===== src/rtl/fft_iter_pkg.sv =====
// Shared constants and helpers for the iterative radix-4 FFT.
// Used by the address generator and the digit-reversal unloader.
package fft_iter_pkg;

    localparam int RADIX      = 4;
    localparam int FFT_STAGES = 3;
    localparam int N          = RADIX ** FFT_STAGES;
    localparam int FFT_AWL    = 2 * FFT_STAGES;

    // Insert one zero radix-4 digit (two bits) at bit position pos.
    function automatic logic [31:0] digit_insert(
        input logic [31:0] v,
        input int          pos
    );
        logic [31:0] lo_mask;
        lo_mask = (32'd1 << pos) - 32'd1;
        return ((v & ~lo_mask) << 2) | (v & lo_mask);
    endfunction

endpackage


===== src/rtl/fft_r4_addr_calc.sv =====
// Combinational radix-4 DIF leg and twiddle addresses for
// butterfly b of stage s.
module fft_r4_addr_calc
    import fft_iter_pkg::*;
#(
    parameter int STAGES = 3,
    parameter int ButtWL = 4,
    parameter int LayWL  = 2,
    parameter int AddrWL = 6
) (
    input  logic [ButtWL-1:0]         b_i,
    input  logic [LayWL-1:0]          s_i,
    output logic [AddrWL-1:0]         base_o,
    output logic [3:0][AddrWL-1:0]    rd_o,
    output logic [2:0][AddrWL-1:0]    tw_o
);

    always_comb begin
        int          sh;
        logic [31:0] b32;
        logic [31:0] span;
        logic [31:0] base32;
        logic [31:0] k;
        sh     = 2 * (STAGES - 1 - int'(s_i));
        b32    = 32'(b_i);
        span   = 32'd1 << sh;
        base32 = digit_insert(b32, sh);
        // Twiddle exponent: position within the group, scaled by stage.
        k      = (b32 & (span - 32'd1)) << (2 * int'(s_i));
        base_o = AddrWL'(base32);
        for (int m = 0; m < 4; m++) begin
            rd_o[m] = AddrWL'(base32 + 32'(m) * span);
        end
        tw_o[0] = AddrWL'(k);
        tw_o[1] = AddrWL'(k << 1);
        tw_o[2] = AddrWL'(k * 32'd3);
    end

endmodule


===== src/rtl/addr_gen_fft_iter_but4.sv =====
// Iterative radix-4 FFT address generator: butterfly/stage counters,
// write-address latch and BUSY/DONE status.
module addr_gen_fft_iter_but4
    import fft_iter_pkg::*;
#(
    parameter int STAGES      = FFT_STAGES,
    parameter int BUTTERFLYES = 16,
    parameter int ButtWL      = 4,
    parameter int LayWL       = 2,
    parameter int AddrWL      = FFT_AWL
) (
    input  logic              CLK,
    input  logic              RST,
    input  logic              EN,
    input  logic              START,
    input  logic              BUT_STROB,
    input  logic              ADDR_EN,
    output logic [AddrWL-1:0] RD_ADDR0,
    output logic [AddrWL-1:0] RD_ADDR1,
    output logic [AddrWL-1:0] RD_ADDR2,
    output logic [AddrWL-1:0] RD_ADDR3,
    output logic [AddrWL-1:0] WR_ADDR0,
    output logic [AddrWL-1:0] WR_ADDR1,
    output logic [AddrWL-1:0] WR_ADDR2,
    output logic [AddrWL-1:0] WR_ADDR3,
    output logic [AddrWL-1:0] TW_ADDR1,
    output logic [AddrWL-1:0] TW_ADDR2,
    output logic [AddrWL-1:0] TW_ADDR3,
    output logic [LayWL-1:0]  STAGE,
    output logic              BUSY,
    output logic              DONE
);

    logic [ButtWL-1:0]      butt_q, butt_d;
    logic [LayWL-1:0]       stage_q, stage_d;
    logic [3:0][AddrWL-1:0] wr_q, wr_d;
    logic                   busy_q, busy_d;
    logic                   done_q, done_d;
    logic [AddrWL-1:0]      base;
    logic [3:0][AddrWL-1:0] rd;
    logic [2:0][AddrWL-1:0] tw;

    fft_r4_addr_calc #(
        .STAGES (STAGES),
        .ButtWL (ButtWL),
        .LayWL  (LayWL),
        .AddrWL (AddrWL)
    ) u_calc (
        .b_i    (butt_q),
        .s_i    (stage_q),
        .base_o (base),
        .rd_o   (rd),
        .tw_o   (tw)
    );

    always_comb begin
        butt_d  = butt_q;
        stage_d = stage_q;
        wr_d    = wr_q;
        busy_d  = busy_q;
        done_d  = 1'b0;
        if (EN) begin
            if (START) begin
                butt_d  = '0;
                stage_d = '0;
                busy_d  = 1'b1;
            end else begin
                // Latch the pre-increment addresses.
                if (BUT_STROB) wr_d = rd;
                if (ADDR_EN && busy_q) begin
                    if (butt_q != ButtWL'(BUTTERFLYES - 1)) begin
                        butt_d = butt_q + 1'b1;
                    end else begin
                        butt_d = '0;
                        if (stage_q == LayWL'(STAGES - 1)) begin
                            stage_d = '0;
                            busy_d  = 1'b0;
                            done_d  = 1'b1;
                        end else begin
                            stage_d = stage_q + 1'b1;
                        end
                    end
                end
            end
        end
    end

    always_ff @(posedge CLK or negedge RST) begin
        if (!RST) begin
            butt_q  <= '0;
            stage_q <= '0;
            wr_q    <= '0;
            busy_q  <= 1'b0;
            done_q  <= 1'b0;
        end else begin
            butt_q  <= butt_d;
            stage_q <= stage_d;
            wr_q    <= wr_d;
            busy_q  <= busy_d;
            done_q  <= done_d;
        end
    end

    assign RD_ADDR0 = rd[0];
    assign RD_ADDR1 = rd[1];
    assign RD_ADDR2 = rd[2];
    assign RD_ADDR3 = rd[3];
    assign WR_ADDR0 = wr_q[0];
    assign WR_ADDR1 = wr_q[1];
    assign WR_ADDR2 = wr_q[2];
    assign WR_ADDR3 = wr_q[3];
    assign TW_ADDR1 = tw[0];
    assign TW_ADDR2 = tw[1];
    assign TW_ADDR3 = tw[2];
    assign STAGE    = stage_q;
    assign BUSY     = busy_q;
    assign DONE     = done_q;

    logic unused_base;
    assign unused_base = ^base;

endmodule


===== config.mk =====
export PLATFORM = sky130hd
export DESIGN_NAME = addr_gen_fft_iter_but4
export DESIGN_NICKNAME = d
export VERILOG_FILES = /design/src/rtl/fft_iter_pkg.sv /design/src/rtl/fft_r4_addr_calc.sv /design/src/rtl/addr_gen_fft_iter_but4.sv
export SDC_FILE = /design/constraint.sdc
export NUM_CORES = 1
export LEC_CHECK = 0
export ABC_AREA = 1
export BUFFER_PORTS_ARGS = -buffer_cell sky130_fd_sc_hd__buf_2
export CAP_MARGIN = 20
export CORE_UTILIZATION = 51
export DETAILED_ROUTE_END_ITERATION = 8
export PLACE_DENSITY = 0.84
export SYNTH_ARGS = -nofsm -noshare
export SYNTH_HDL_FRONTEND = slang
export SYNTH_SLANG_ARGS = --single-unit

===== constraint.sdc =====
create_clock -name CLK -period 4.7 [get_ports CLK]
set_input_delay 0.235 -clock CLK [delete_from_list [all_inputs] [get_ports CLK]]
set_output_delay 0.235 -clock CLK [all_outputs]
set_load 0.005 [all_outputs]

==> results.py <==
metrics = {
    "run_status": {
        "status": "finished with violations",
        "violations": "negative hold slack",
    },
    "placement": {
        "dp_hpwl_microns": 3800,
        "place.gp.congestion": 0.891,
        "place_area_sq_mm": 0.00248,
        "dp_cells": 383,
        "place_ws_ns": 1.74,
        "io_buffers": 74,
    },
    "critical_path": {
        "crit_path_max_incr_delay_ns": 0.49,
        "required_ns": 4.47,
        "crit_buf_inv": 4,
        "cpMostUsedCell": "nand2_1",
        "worst_ep_arrival_time_ns": 3.05,
        "path_class": "reg -> out",
        "cpMaxStageDelayCell": "dfrtp_1",
        "path_max_fanout": 9,
        "end_kind": "primary output",
        "crit_family": "adder cells",
        "path_cells": "inv_2, ha_1, inv_2, nand2_1, o21ai_2, ha_1, fa_1, nand3_1, nand2_1, inv_1, nand2_1, and2_1, buf_2",
        "cp-start-kind": "flip-flop",
        "reg2reg_slack_ns": 1.95,
    },
    "clock_network": {
        "htree_levels": 2,
        "clk_latency_ns": 0.28,
        "cts_root_buf": "clkbuf_8",
        "clk_pin_slew_worst_paths_ns": 0.07,
        "cts_setup_buffers": 0,
        "clock_sinks": 30,
        "clock_path_buffers": 2,
        "tritoncts": "done",
        "numCtsBuffers": 5,
        "cts_hold_buf": 0,
        "cts_resized": 0,
    },
    "finish": {
        "instances_no_fill": 391,
        "n_antenna_cell": 0,
        "fin_util": 0.638,
        "layout-drive-gt1-share": 0.346,
        "area_delta_synth_final_pct": 19.6,
        "stdcell_area_sq_mm": 0.00257,
        "nets": 364,
    },
    "power": {
        "power.leakage_nw": 1.58,
        "p_total_uw": 871,
        "powerDensity_mw_per_mm2": 339,
        "vdd_drop_max_mv": 0.149,
    },
    "yosys": {
        "async_flop_share": 1.00,
        "ys.flop_type": "dfrtp_1",
        "synth_most_common_cell": "nand2_1",
        "synth_top_area_frac": 0.350,
        "seq_area_frac_synth": 0.350,
        "synth.avg_cell_area_sq_um": 7.84,
        "syn_inst": 274,
        "synth_edf_count": 0,
        "synth_area_leaders": "dfrtp_1, nand2_1, ha_1",
        "yosys.area.top_type": "dfrtp_1",
        "synth_cell_types": 34,
        "synth_area_sq_mm": 0.00215,
        "yosysWarnings": 0,
        "synth_common_cells": "nand2_1, dfrtp_1, inv_1",
        "ys_seq_elements": 30,
    },
    "route": {
        "drt-vias-per-instance": 5.01,
        "remaining_drc_errors": 0,
        "dr.pass1.iters": 4,
        "wl_per_cell_microns": 12.4,
        "route.vias.total": 1960,
        "drtIter0Drc": 92,
        "wl_microns": 4830,
        "drt.antenna.violating_nets": 0,
    },
    "die": {
        "die-area_sq_mm": 0.00447,
        "coreArea_sq_mm": 0.00403,
        "initial_core_util": 0.533,
        "chipHeight_microns": 66.9,
        "dieWidth_microns": 66.9,
        "num_rows": 23,
        "io_pins": 76,
    },
    "grt": {
        "track_usage": 0.234,
        "grt_max_degree": 31,
        "grt_pass1_wl_microns": 8000,
        "grt_pass1_vias": 1851,
        "antenna_found_initial": 0,
        "grt.overflow.total": 0,
    },
    "timing": {
        "timing.final.ws_setup_ns": 1.41,
        "slew_violations": 0,
        "slew_headroom": 0.550,
        "worst_pin_slew_ns": 0.676,
        "period_needed_ns": 3.29,
        "max_freq_ghz": 0.304,
        "worst_hold_slack_ns": -0.0105,
        "setup_viol": 0,
        "fin_skew_ns": 0.00540,
        "hold_viol": 30,
        "min_period_over_period": 0.699,
        "finalSetupTns_ns": 0,
        "rsz0062_at_grt": "false",
    },
    "job": {
        "drv_cap": 0,
    },
    "worst_hold_path": {
        "hold_class": "in -> async",
    },
}
## kinds of logic (layout without fill, tap and decap cells)
family                     Yosys count  count (layout)  synth area share
AOI/OAI and AO/OA                   20              20            0.0618
and+or+nand+nor                    149             149             0.317
DFF                                 30              30             0.350
xor gates and xnor gates            12              12            0.0629
other                                1               2           0.00175
buffers and inverters               44             110            0.0985
adders and majority gates           18              18             0.108
## layout make-up
class / count / area, sq um
sequential: 30 / 751
timing repair buffer: 74 / 370
multi-input combinational: 201 / 1190
tap: 50 / 62.6
clock inverter: 1 / 5.00
fill: 363 / 1460
clock buffer: 7 / 86.3
inverter: 28 / 105
## cells in the final DEF (no fill, tap or decap), drive strengths merged
| cell type | instances |
|---|---|
| a21oi | 3 |
| o21bai | 1 |
| o22ai | 1 |
| and3 | 1 |
| clkbuf | 7 |
| nand4 | 2 |
| nand2 | 111 |
| clkinv | 3 |
| conb | 2 |
| inv | 26 |
| o31ai | 1 |
| o21ai | 13 |
| xnor2 | 3 |
| ha | 17 |
| nor3 | 2 |
| xor2 | 9 |
| dfrtp | 30 |
| and2 | 1 |
| nor2 | 13 |
| nand3 | 19 |
| a31o | 1 |
| fa | 1 |
| buf | 74 |
## registers in the layout, summed over array words and instances, names as in the netlist
name and cells:
DONE 1, BUSY 1, WR_ADDR0 6, WR_ADDR3 5, WR_ADDR2 5, WR_ADDR1 6, STAGE 2, butt_q 4
## power by group
| group | internal [mW] | switching [mW] |
|---|---|---|
| clock | 0.118 | 0.0963 |
| combinational | 0.136 | 0.194 |
| sequential | 0.298 | 0.0288 |
## per-layer routing
| layer | vias to the layer above | track usage | wire (microns) |
|---|---|---|---|
| met3 | 13 | 0.0599 | 264 |
| li1 | 971 | - | - |
| met1 | 913 | 0.273 | 2050 |
| met4 | 0 | 0.0957 | 78 |
| met5 | - | 0 | 0 |
| met2 | 63 | 0.404 | 2440 |
## final timing paths
check	from	endpoint	depth (start not counted)
max	STAGE[0]	RD_ADDR3[5]	13
min	RST	WR_ADDR1[0]	1
max reg2reg	STAGE[0]	WR_ADDR3[5]	13
min reg2reg	WR_ADDR1[5]	WR_ADDR1[5]	2
max in group asynchronous	RST	WR_ADDR0[5]	1
min in group CLK	START	BUSY	3
Power figures use the tool's default switching activity.
